<file path="src/rtl/ham_secded_dec_if.sv">
// Handshake and result bundle for the SECDED decoder; the codeword source and the
// result sink sit on the master side, the decoder on the slave side.
interface ham_secded_dec_if #(
    parameter int DATA_W = 10,
    parameter int CNT_W  = 16
);
    localparam int PAR_W = (DATA_W <= 4)  ? 3 :
                           (DATA_W <= 11) ? 4 :
                           (DATA_W <= 26) ? 5 : 6;
    localparam int CW_W  = DATA_W + PAR_W + 1;

    logic              in_valid;
    logic              in_ready;
    logic [CW_W-1:0]   code_i;
    logic              corr_en;
    logic              cnt_clr;
    logic              out_valid;
    logic              out_ready;
    logic [DATA_W-1:0] data_o;
    logic              err_corr;
    logic              err_uncorr;
    logic [PAR_W-1:0]  err_pos;
    logic [CNT_W-1:0]  corr_cnt;
    logic [CNT_W-1:0]  uncorr_cnt;

    modport master (
        output in_valid, code_i, corr_en, cnt_clr, out_ready,
        input  in_ready, out_valid, data_o, err_corr, err_uncorr, err_pos,
               corr_cnt, uncorr_cnt
    );

    modport slave (
        input  in_valid, code_i, corr_en, cnt_clr, out_ready,
        output in_ready, out_valid, data_o, err_corr, err_uncorr, err_pos,
               corr_cnt, uncorr_cnt
    );
endinterface

</file>
<file path="src/rtl/ham_secded_dec.sv">
// Two-stage SECDED decoder: stage 1 captures syndrome/overall parity, stage 2 classifies,
// corrects and extracts the payload. Both stages stall together on output back-pressure.
module ham_secded_dec #(
    parameter int DATA_W = 10,
    parameter int CNT_W  = 16
) (
    input  logic clk,
    input  logic rst_n,
    ham_secded_dec_if.slave bus
);
    localparam int PAR_W = (DATA_W <= 4)  ? 3 :
                           (DATA_W <= 11) ? 4 :
                           (DATA_W <= 26) ? 5 : 6;
    localparam int CW_W  = DATA_W + PAR_W + 1;

    function automatic logic [DATA_W-1:0] extract(input logic [CW_W-1:0] cw);
        logic [DATA_W-1:0] d;
        int j;
        d = '0;
        j = 0;
        for (int pos = 1; pos < CW_W; pos++) begin
            if ((pos & (pos - 1)) != 0) begin
                d[j] = cw[pos-1];
                j++;
            end
        end
        return d;
    endfunction

    logic              advance;
    logic              v1_q;
    logic [CW_W-1:0]   code1_q;
    logic [PAR_W-1:0]  syn1_q;
    logic              pe1_q;
    logic              ce1_q;
    logic [PAR_W-1:0]  syn_d;
    logic              pe_d;

    logic              out_valid_q;
    logic [DATA_W-1:0] data_q,   data_d;
    logic              corr_q,   corr_d;
    logic              uncorr_q, uncorr_d;
    logic [PAR_W-1:0]  pos_q;
    logic [CNT_W-1:0]  corr_cnt_q, uncorr_cnt_q;
    logic [CW_W-1:0]   cw_fix;

    assign advance = !out_valid_q || bus.out_ready;

    always_comb begin
        syn_d = '0;
        for (int pos = 1; pos < CW_W; pos++) begin
            for (int k = 0; k < PAR_W; k++) begin
                if (pos[k]) syn_d[k] = syn_d[k] ^ bus.code_i[pos-1];
            end
        end
        pe_d = ^bus.code_i;
    end

    // Syndromes beyond the last Hamming position cannot come from a single flip.
    always_comb begin
        cw_fix   = code1_q;
        corr_d   = 1'b0;
        uncorr_d = 1'b0;
        if (pe1_q) begin
            if (syn1_q == '0) begin
                corr_d = 1'b1;
            end else if (int'(syn1_q) <= CW_W - 1) begin
                corr_d = 1'b1;
                if (ce1_q) begin
                    for (int i = 0; i < CW_W - 1; i++) begin
                        if (int'(syn1_q) == i + 1) cw_fix[i] = !cw_fix[i];
                    end
                end
            end else begin
                uncorr_d = 1'b1;
            end
        end else if (syn1_q != '0) begin
            uncorr_d = 1'b1;
        end
        data_d = extract(cw_fix);
    end

    always_ff @(posedge clk or negedge rst_n) begin
        if (!rst_n) begin
            v1_q    <= 1'b0;
            code1_q <= '0;
            syn1_q  <= '0;
            pe1_q   <= 1'b0;
            ce1_q   <= 1'b0;
        end else if (advance) begin
            v1_q <= bus.in_valid;
            if (bus.in_valid) begin
                code1_q <= bus.code_i;
                syn1_q  <= syn_d;
                pe1_q   <= pe_d;
                ce1_q   <= bus.corr_en;
            end
        end
    end

    always_ff @(posedge clk or negedge rst_n) begin
        if (!rst_n) begin
            out_valid_q <= 1'b0;
            data_q      <= '0;
            corr_q      <= 1'b0;
            uncorr_q    <= 1'b0;
            pos_q       <= '0;
        end else if (advance) begin
            out_valid_q <= v1_q;
            if (v1_q) begin
                data_q   <= data_d;
                corr_q   <= corr_d;
                uncorr_q <= uncorr_d;
                pos_q    <= syn1_q;
            end
        end
    end

    always_ff @(posedge clk or negedge rst_n) begin
        if (!rst_n) begin
            corr_cnt_q   <= '0;
            uncorr_cnt_q <= '0;
        end else if (bus.cnt_clr) begin
            corr_cnt_q   <= '0;
            uncorr_cnt_q <= '0;
        end else if (out_valid_q && bus.out_ready) begin
            if (corr_q && (corr_cnt_q != '1))     corr_cnt_q   <= corr_cnt_q + 1'b1;
            if (uncorr_q && (uncorr_cnt_q != '1)) uncorr_cnt_q <= uncorr_cnt_q + 1'b1;
        end
    end

    assign bus.in_ready   = advance;
    assign bus.out_valid  = out_valid_q;
    assign bus.data_o     = data_q;
    assign bus.err_corr   = corr_q;
    assign bus.err_uncorr = uncorr_q;
    assign bus.err_pos    = pos_q;
    assign bus.corr_cnt   = corr_cnt_q;
    assign bus.uncorr_cnt = uncorr_cnt_q;
endmodule

</file>
<file path="src/flat_wrapper.sv">
// flat-port wrapper written by rule: the top's interface ports become plain ports
module ham_secded_dec_flat 
#(
    parameter int DATA_W = 10,
    parameter int CNT_W  = 16
)
  (clk, rst_n, bus_in_valid, bus_code_i, bus_corr_en, bus_cnt_clr, bus_out_ready, bus_in_ready, bus_out_valid, bus_data_o, bus_err_corr, bus_err_uncorr, bus_err_pos, bus_corr_cnt, bus_uncorr_cnt);
  ham_secded_dec_if #(.DATA_W(DATA_W), .CNT_W(CNT_W)) bus_i ();
  input  logic clk;
  input  logic rst_n;
  input wire logic [$bits(bus_i.in_valid)-1:0] bus_in_valid;
  input wire logic [$bits(bus_i.code_i)-1:0] bus_code_i;
  input wire logic [$bits(bus_i.corr_en)-1:0] bus_corr_en;
  input wire logic [$bits(bus_i.cnt_clr)-1:0] bus_cnt_clr;
  input wire logic [$bits(bus_i.out_ready)-1:0] bus_out_ready;
  output wire logic [$bits(bus_i.in_ready)-1:0] bus_in_ready;
  output wire logic [$bits(bus_i.out_valid)-1:0] bus_out_valid;
  output wire logic [$bits(bus_i.data_o)-1:0] bus_data_o;
  output wire logic [$bits(bus_i.err_corr)-1:0] bus_err_corr;
  output wire logic [$bits(bus_i.err_uncorr)-1:0] bus_err_uncorr;
  output wire logic [$bits(bus_i.err_pos)-1:0] bus_err_pos;
  output wire logic [$bits(bus_i.corr_cnt)-1:0] bus_corr_cnt;
  output wire logic [$bits(bus_i.uncorr_cnt)-1:0] bus_uncorr_cnt;
  assign bus_i.in_valid = bus_in_valid;
  assign bus_i.code_i = bus_code_i;
  assign bus_i.corr_en = bus_corr_en;
  assign bus_i.cnt_clr = bus_cnt_clr;
  assign bus_i.out_ready = bus_out_ready;
  assign bus_in_ready = bus_i.in_ready;
  assign bus_out_valid = bus_i.out_valid;
  assign bus_data_o = bus_i.data_o;
  assign bus_err_corr = bus_i.err_corr;
  assign bus_err_uncorr = bus_i.err_uncorr;
  assign bus_err_pos = bus_i.err_pos;
  assign bus_corr_cnt = bus_i.corr_cnt;
  assign bus_uncorr_cnt = bus_i.uncorr_cnt;
  ham_secded_dec #(.DATA_W(DATA_W), .CNT_W(CNT_W)) u_core (.clk(clk), .rst_n(rst_n), .bus(bus_i));
endmodule
</file>
<file path="config.mk">
export PLATFORM = sky130hd
export DESIGN_NAME = ham_secded_dec_flat
export DESIGN_NICKNAME = d
export VERILOG_FILES = /design/src/rtl/ham_secded_dec_if.sv /design/src/rtl/ham_secded_dec.sv /design/src/flat_wrapper.sv
export SDC_FILE = /design/constraint.sdc
export NUM_CORES = 1
export LEC_CHECK = 0
export ABC_AREA = 1
export BUFFER_PORTS_ARGS = -buffer_cell sky130_fd_sc_hd__buf_2
export CAP_MARGIN = 10
export CELL_PAD_IN_SITES_DETAIL_PLACEMENT = 0
export CELL_PAD_IN_SITES_GLOBAL_PLACEMENT = 1
export CORE_UTILIZATION = 40
export DETAILED_ROUTE_END_ITERATION = 6
export HOLD_SLACK_MARGIN = 0.1
export MAX_ROUTING_LAYER = met4
export PLACE_DENSITY = 0.88
export SYNTH_ARGS = -nofsm -noshare
export SYNTH_HDL_FRONTEND = slang
export SYNTH_SLANG_ARGS = --single-unit
</file>
<file path="constraint.sdc">
create_clock -name clk -period 1.78 [get_ports clk]
set_input_delay 0.356 -clock clk [delete_from_list [all_inputs] [get_ports clk]]
set_output_delay 0.356 -clock clk [all_outputs]
set_load 0.01 [all_outputs]
</file>
# Yosys cells after proc, flatten, opt, wreduce, memory -nomap -nowiden
# Cells that the tools add are included.
# word_totals
regBits	70
input_bits	21
wordCells	115
# op_classes
reduce_logical	29
n_eq_ne	16
order_cmp	1
bitwise	24
muxes	31
add_sub_neg	2
# ops
cell	n
$mux W16	6
$mux W14	4
$add A16 B1 Y16 const B	2
$eq A4 B4 Y1 const B	8
$ne A16 B16 Y1 const B	2
$xor A1 B1 Y1	24
$mux W1	21
$eq A4 B3 Y1 const B	4
$logic_not A1 Y1	15
$reduce_xor A15 Y1	1
$eq A4 B2 Y1 const B	2
$reduce_and A2 Y1	4
$reduce_bool A2 Y1	3
$le A4 B4 Y1 const B	1
$logic_not A4 Y1	1
$reduce_bool A4 Y1	1
$logic_and A1 B1 Y1	3
$logic_or A1 B1 Y1	1

# Logic depth before layout (Yosys ltp)
# Gate-level depths: netlist of run 1.
# depth
ltp_word	6
depth_mapped	12

# Worst setup path before layout of run 1
# Ideal clock, no wire load.
# synth_path
path_kind	flip-flop to flip-flop
from	register u_core.uncorr_cnt_q[0], in the netlist u_core.bus.uncorr_cnt[0]
to	register u_core.uncorr_cnt_q[15], in the netlist u_core.bus.uncorr_cnt[15]
path_buffers	1
t_arrival_ns	1.534
stages_incl_launch_ff	10
setup_ns	0.121
setup_slack_ns	0.124
required_ns	1.659
cell_sequence	dfrtp_1 > ha_1 > inv_1 > nor2_4 > nand3_2 > o21ai_2 > nand2_4 > inv_6 > buf_12 > o21ai_1
# synth_between
elab_chain_cells	4
word_cells_on_any_way	8
# synth_lines
element	line_no	text
start: declaration	ham_secded_dec.sv:44	logic [CNT_W-1:0] corr_cnt_q, uncorr_cnt_q;
start signal: assignment	ham_secded_dec.sv:128	if (uncorr_q && (uncorr_cnt_q != '1)) uncorr_cnt_q <= uncorr_cnt_q + 1'b1;
$add A16 B1 Y16 / $ne A16 B16 Y1 (equally long branches)	ham_secded_dec.sv:128	
$mux W16 / $logic_and A1 B1 Y1 (equally long branches)	ham_secded_dec.sv:128	
$mux W16 / $reduce_bool A2 Y1 (equally long branches)	--	
$mux W16 / $reduce_and A2 Y1 (equally long branches)	--	
# Several ways; a longest one is shown, not always the timed one. The select of a mux whose other input is x is not followed.
# A chain may end at the register's enable or synchronous reset.

# Worst setup path in the final report of run 1
# layout_path
from	register u_core.corr_cnt_q[1], in the netlist u_core.bus.corr_cnt[1]
to	register u_core.corr_cnt_q[13], in the netlist u_core.bus.corr_cnt[13]
# layout_between
elab_chain_cells	4
word_cells_on_any_way	8
# layout_lines
element	line_no	text
start: declaration	ham_secded_dec.sv:44	
start signal: assignment	ham_secded_dec.sv:127	if (corr_q && (corr_cnt_q != '1)) corr_cnt_q <= corr_cnt_q + 1'b1;
$add A16 B1 Y16 / $ne A16 B16 Y1 (equally long branches)	ham_secded_dec.sv:127	
$mux W16 / $logic_and A1 B1 Y1 (equally long branches)	ham_secded_dec.sv:127	
$mux W16 / $reduce_bool A2 Y1 (equally long branches)	--	
$mux W16 / $reduce_and A2 Y1 (equally long branches)	--	
# Several ways; a longest one is shown, not always the timed one. The select of a mux whose other input is x is not followed.

==> results of run 1 <==
-- worst max-delay path, delay by kind of cell (launching register included) --
kind / cells / cell delay, ns
adders and majority gates: 1 / 0.20
buffers and inverters: 2 / 0.28
DFF: 1 / 0.38
and+or+nand+nor: 8 / 0.64
-- Yosys cell counts --
cell type and instances:
nand4_1 11, nor3_1 13, buf_1 1, inv_6 1, nor2_4 3, o21bai_1 1
inv_1 60, inv_2 1, a31o_2 1, clkinv_1 1, nor2_1 52, xnor2_1 18
nand3_2 1, and3_1 1, a21oi_1 4, nor2_2 1, clkbuf_1 6, xor2_1 21
o41ai_1 1, nor3_2 1, o21ai_2 1, nand2_1 211, o21ai_1 6, buf_2 3
nand2_2 5, dfrtp_1 66, o21ai_0 34, buf_4 1, nand3_1 43, ha_1 2
nand2_4 1, buf_12 1
-- metal layers --
| layer | track usage [%] | vias up | share of wire [%] |
|---|---|---|---|
| li1 | - | 1974 | - |
| met1 | 24.5 | 1735 | 46 |
| met2 | 33.1 | 75 | 49 |
| met3 | 3.56 | 9 | 3.5 |
| met4 | 6.26 | 0 | 1.3 |
| met5 | - | - | 0 |
-- area by class of cell --
type / instances / area (um^2)
Clock buffer: 9 / 124
Clock inverter: 7 / 101
Fill cell: 1015 / 4890
Inverter: 63 / 246
Multi-Input combinational cell: 433 / 2100
Sequential cell: 66 / 1650
Tap cell: 133 / 166
Timing Repair Buffer: 85 / 490
-- state kept, by name, indices dropped and copies added, names as in the netlist, 4 cells and up --
register               flops
u_core.bus.corr_cnt       16
u_core.bus.uncorr_cnt     16
u_core.bus.data_o         10
u_core.code1_q            10
u_core.bus.err_pos         4
u_core.syn1_q              4
-- worst max-delay path by stage --
stage	from	endpoint	slack, ns	depth (start not counted)
2_1_floorplan	u_core.bus.uncorr_cnt[0]	u_core.bus.uncorr_cnt[15]	0.12	9
3_3_place_gp	u_core.bus.uncorr_cnt[1]	u_core.bus.uncorr_cnt[13]	0.06	8
3_5_place_dp	u_core.bus.uncorr_cnt[1]	u_core.bus.uncorr_cnt[10]	0.02	8
4_1_cts	u_core.bus.uncorr_cnt[1]	u_core.bus.uncorr_cnt[10]	0.05	8
5_1_grt	u_core.bus.corr_cnt[1]	u_core.bus.corr_cnt[12]	0.0006	11
6_report	u_core.bus.corr_cnt[1]	u_core.bus.corr_cnt[13]	0.17	11
-- per-stage QoR --
| stage | instances | utilization (%) | setup slack (ns) |
|---|---|---|---|
| after detailed placement | 775 | 46.9 | 0.0245 |
| after floorplan | 573 | - | 0.124 |
| final | 796 | 50.0 | 0.171 |
| after CTS | 792 | 49.3 | 0.0471 |
| after global placement | 775 | 46.9 | 0.0636 |
| after global routing | 796 | 50.0 | 0.000560 |
-- cells by family (layout without fill, tap and decap cells) --
group | Yosys count | in the layout | synth area share, %
XOR/XNOR | 39 | 39 | 8.48
buffers and inverters | 75 | 164 | 7.70
AND/OR/NAND/NOR | 343 | 344 | 35.9
adder cells (fa/ha/maj) | 2 | 2 | 0.621
flip-flops | 66 | 66 | 41.0
AO/OA/AOI/OAI | 48 | 48 | 6.31
-- report_power, final --
part           switching (mW)  internal, mW
clock network           0.631         0.800
logic                   0.621         0.377
registers               0.154          1.71
-- repair_timing --
action	CTS	global route
buffers inserted	0	3
hold endpoints to repair	66	0
cloned	0	1
hold buffers	1	0
pin swaps	0	0
resized for setup	1	8
endpoints found under the setup margin	1	28
==> run_results.csv, run 1 <==
group,metric,value,unit
global_route,grt_pass1_vias,3420,
clock_network,cts_tree,"built",
cells_and_area,nets,681,
place,place.gp.congestion,0.857,
worst_setup_path,r2r_setup_slack,0.17,ns
cells_and_area,area_delta_synth_final,21.2,%
clock_network,path_clk_slew,0.07,ns
detailed_routing,vias,3793,
worst_setup_path,r2r_start,"u_core.bus.corr_cnt[1]",
worst_setup_path,critPathMaxStageDelay,0.38,ns
global_route,antenna_found_initial,0,
die,die_w,102,um
sta,max-slew-margin-rel,65.8,%
power_and_ir_drop,finalPower,4.30,mW
status,status,"finished, final reports clean",
sta,hold_violations,0,
global_route,grt_usage,19.9,%
synth,synthesis.area,0.00403,mm^2
cells_and_area,diodes,0,
detailed_routing,first_iter_violations,172,
worst_setup_path,start_kind,"flip-flop",
cells_and_area,drive_above_1_share,18.4,%
worst_setup_path,critical_path.endpoint_type,"flip-flop",
clock_network,cts.sinks,66,
hold_path,hold_path.class,"primary input to flip-flop",
synth,yosysSeqAreaShare,41.0,%
synth,synth.top_cell.area_share,41.0,%
detailed_routing,viasPerCell,4.77,
clock_network,cts_made_buffers,9,
die,ios,71,
synth,syn_inst,573,
sta,fin_skew,0.00922,ns
detailed_routing,drtPass1Iterations,4,
synth,ys_types,32,
sta,fin_crit_sh,90.4,%
die,fp.coreArea,0.00977,mm^2
die,initial_utilization,41.2,%
detailed_routing,wl,9560,um
global_route,grt_pass1_wl,15700,um
worst_setup_path,critical_path_class,"flip-flop to flip-flop",
clock_network,clock_latency,0.35,ns
worst_setup_path,r2r_end,"u_core.bus.corr_cnt[13]",
run,drv_cap,0,
detailed_routing,drc,0,
power_and_ir_drop,vdd_drop_max,386,uV
sta,rsz0062_at_grt,"no",
power_and_ir_drop,power.leakage,2.52,nW
synth,ys_top_cells_by_area,"dfrtp_1, nand2_1, inv_1, nand3_1, nor2_1",
synth,ys_seq_elements,66,
sta,slew_viol_final,0,
sta,tightestPinTransition,0.509,ns
clock_network,htree_levels,3,
sta,fin_hold_ws,0.236,ns
die,rows,36,
die,die_h,102,um
synth,synth_nets,596,
cells_and_area,final_common_cell,"nand2_1",
place,port_buffers,70,
worst_setup_path,worstPathArrival,1.85,ns
sta,layout_min_cycle_time,1.61,ns
worst_setup_path,r2r_cells,11,
clock_network,root_buffer,"clkbuf_8",
cells_and_area,layout_common_cells,"nand2_1, buf_2, dfrtp_1",
worst_setup_path,crit_fanout,20,
hold_path,hold_path_depth,3,
power_and_ir_drop,p_per_area,880,mW/mm^2
sta,fmax,622,MHz
worst_setup_path,cp.required,2.02,ns
place,hpwl,7200,um
hold_path,holdCritStartpoint,"bus_corr_en",
global_route,overflow,0,
hold_path,hold_end,"u_core.ce1_q",
global_route,grt_max_degree,67,
place,placed_area,0.00458,mm^2
die,dieArea,0.0105,mm^2
worst_setup_path,cp_common_cell,"nand2_1",
synth,syn_area_per_cell,7.03,um^2
synth,synth_area_leader_cell,"dfrtp_1",
worst_setup_path,crit_chain,"ha_2 -> nand2_1 -> inv_1 -> nand2_1 -> nor2_2 -> nand3_1 -> nand2_1 -> nand2_2 -> buf_12 -> nand3_1 -> nand2_1",
cells_and_area,fin_area,0.00488,mm^2
clock_network,clockBufferDepth,2,
detailed_routing,wl_per_cell,12.0,um
synth,synth_warnings,0,
sta,setup-tns-final,0,ns
sta,setup_viol,0,
worst_setup_path,slowest_stage,"dfrtp_1",
detailed_routing,final_antenna_net_count,0,
(Power assumes the default switching activity.)
==> inputs of run 2 (changes only) <==
--- a/config.mk
+++ b/config.mk
@@ -6,11 +6,9 @@
 export NUM_CORES = 1
 export LEC_CHECK = 0
 export ABC_AREA = 1
-export BUFFER_PORTS_ARGS = -buffer_cell sky130_fd_sc_hd__buf_2
+export BUFFER_PORTS_ARGS = -buffer_cell sky130_fd_sc_hd__buf_4
 export CAP_MARGIN = 10
-export CELL_PAD_IN_SITES_DETAIL_PLACEMENT = 0
-export CELL_PAD_IN_SITES_GLOBAL_PLACEMENT = 1
-export CORE_UTILIZATION = 40
+export CORE_UTILIZATION = 56
 export DETAILED_ROUTE_END_ITERATION = 6
 export HOLD_SLACK_MARGIN = 0.1
 export MAX_ROUTING_LAYER = met4
==> run_results.csv, run 2 (synthesis gave the netlist of run 1 again) <==
group,metric,value,unit
detailed_routing,first_iter_violations,223,
worst_setup_path,critPathMaxStageDelay,0.37,ns
detailed_routing,drc,0,
global_route,grt_pass1_wl,16100,um
die,die_w,86.8,um
die,fp.coreArea,0.00687,mm^2
detailed_routing,wl_met1,3890,um
clock_network,cts_tree,"built",
sta,tightestPinTransition,0.455,ns
global_route,overflow,0,
cells_and_area,fin_area,0.00498,mm^2
worst_setup_path,crit_fanout,8,
sta,fmax,604,MHz
worst_setup_path,r2r_cells,11,
sta,max-slew-margin-rel,69.4,%
cells_and_area,drive_above_1_share,18.0,%
die,die_h,86.8,um
sta,fin_crit_sh,93.0,%
sta,setup_viol,0,
status,status,"finished, final reports clean",
place,port_buffers,70,
cells_and_area,final_common_cell,"nand2_1",
sta,layout_min_cycle_time,1.66,ns
die,dieArea,0.00754,mm^2
detailed_routing,viasPerCell,5.31,
detailed_routing,wl_per_cell,13.0,um
worst_setup_path,worstPathArrival,1.90,ns
clock_network,cts.sinks,66,
place,pre_cts_ws,0.0924,ns
cells_and_area,diodes,0,
sta,fin_skew,0.00735,ns
hold_path,hold_path_depth,3,
global_route,grt_max_degree,35,
worst_setup_path,slowest_stage,"dfrtp_1",
place,place.gp.congestion,0.941,
detailed_routing,top_layer,"met4",
sta,setup_ws,0.124,ns
die,rows,30,
global_route,grt_usage,28.4,%
worst_setup_path,cp.required,2.02,ns
sta,setup-tns-final,0,ns
detailed_routing,wl,9880,um
detailed_routing,met3_wirelength,590,um
place,hpwl,7260,um
worst_setup_path,critical_path.endpoint_type,"flip-flop",
cells_and_area,layout.cells.non_filler,757,
power_and_ir_drop,vdd_drop_max,418,uV
clock_network,clockBufferDepth,2,
clock_network,cts_made_buffers,9,
die,initial_utilization,58.6,%
cells_and_area,nets,679,
detailed_routing,dr_wl_met2,5130,um
clock_network,path_clk_slew,0.08,ns
clock_network,htree_levels,3,
place,place_inst,738,
worst_setup_path,crit_chain,"ha_1 -> nand2_1 -> inv_2 -> nand2_1 -> nor2_2 -> nand3_1 -> nand2_1 -> nand2_2 -> buf_4 -> nand3_1 -> nand2_1",
cells_and_area,layout_common_cells,"nand2_1, buf_4, dfrtp_1",
sta,hold_violations,0,
clock_network,clock_latency,0.35,ns
power_and_ir_drop,power.leakage,2.53,nW
sta,rsz0062_at_grt,"no",
global_route,grt_pass1_vias,3700,
clock_network,root_buffer,"clkbuf_8",
hold_path,hold_path.class,"primary input to flip-flop",
worst_setup_path,critical_path_class,"flip-flop to flip-flop",
run,drv_cap,0,
global_route,antenna_found_initial,0,
worst_setup_path,cp_common_cell,"nand2_1",
place,placed_area,0.00470,mm^2
worst_setup_path,start_kind,"flip-flop",
sta,slew_viol_final,0,
sta,fin_hold_ws,0.218,ns
detailed_routing,final_antenna_net_count,0,
power_and_ir_drop,p_per_area,880,mW/mm^2
detailed_routing,drtPass1Iterations,5,
cells_and_area,area_delta_synth_final,23.7,%
die,ios,71,
detailed_routing,vias,4017,
==> run 2: cell count changes in the layout (fill, tap and decap cells not counted), sizes merged <==
cell / delta
clkinv: +2
buf: -1
clkinvlp: -1
inv: -1
nand2: -1
==> run 2: final cells by class <==
class | count | area (um^2)
multi-input combinational | 432 | 2090
fill | 516 | 1890
sequential | 66 | 1650
timing repair buffer | 84 | 649
inverter | 63 | 246
clock buffer | 9 | 124
tap | 96 | 120
clock inverter | 7 | 103
==> run 2: worst paths after layout <==
kind	startpoint	slack [ns]	endpoint
min in group asynchronous	rst_n	0.49	u_core.bus.corr_cnt[14]
max reg2reg	u_core.bus.corr_cnt[0]	0.12	u_core.bus.corr_cnt[6]
min	bus_corr_en	0.22	u_core.ce1_q
min reg2reg	u_core.bus.data_o[9]	0.49	u_core.bus.data_o[9]
max in group asynchronous	rst_n	0.76	u_core.bus.uncorr_cnt[1]
max	u_core.bus.corr_cnt[0]	0.12	u_core.bus.corr_cnt[6]
==> run 2: critical path: cells and delay by family (launching register included) <==
family,cells,cell delay (ns)
and+or+nand+nor,8,0.71
adders and majority gates,1,0.19
buffers and inverters,2,0.27
DFF,1,0.37
==> run 2: power breakdown <==
group | switching [mW] | total (mW) | internal, mW
logic | 0.622 | 1.08 | 0.462
registers | 0.169 | 1.88 | 1.71
clock network | 0.620 | 1.42 | 0.799
==> run 2: timing repair <==
item                                    4_1_cts  5_1_grt
endpoints found under the setup margin        0       32
resized for setup                             0        9
endpoints found under the hold margin        33        0
hold buffers                                  1        0
buffers inserted                              0        2
==> run 2: routing by layer <==
layer,up-vias,GRT usage (%)
met5,-,-
met4,0,13.5
met3,29,5.43
met2,166,48.0
met1,1855,32.4
li1,1967,-
==> run 2: metrics by stage <==
step           utilization (%)  total power [mW]
3_5_place_dp              68.4              2.96
5_1_grt                   72.6              4.63
6_report                  72.6              4.39
3_3_place_gp              68.4              2.92
4_1_cts                   71.9              4.39
2_1_floorplan                -              2.48
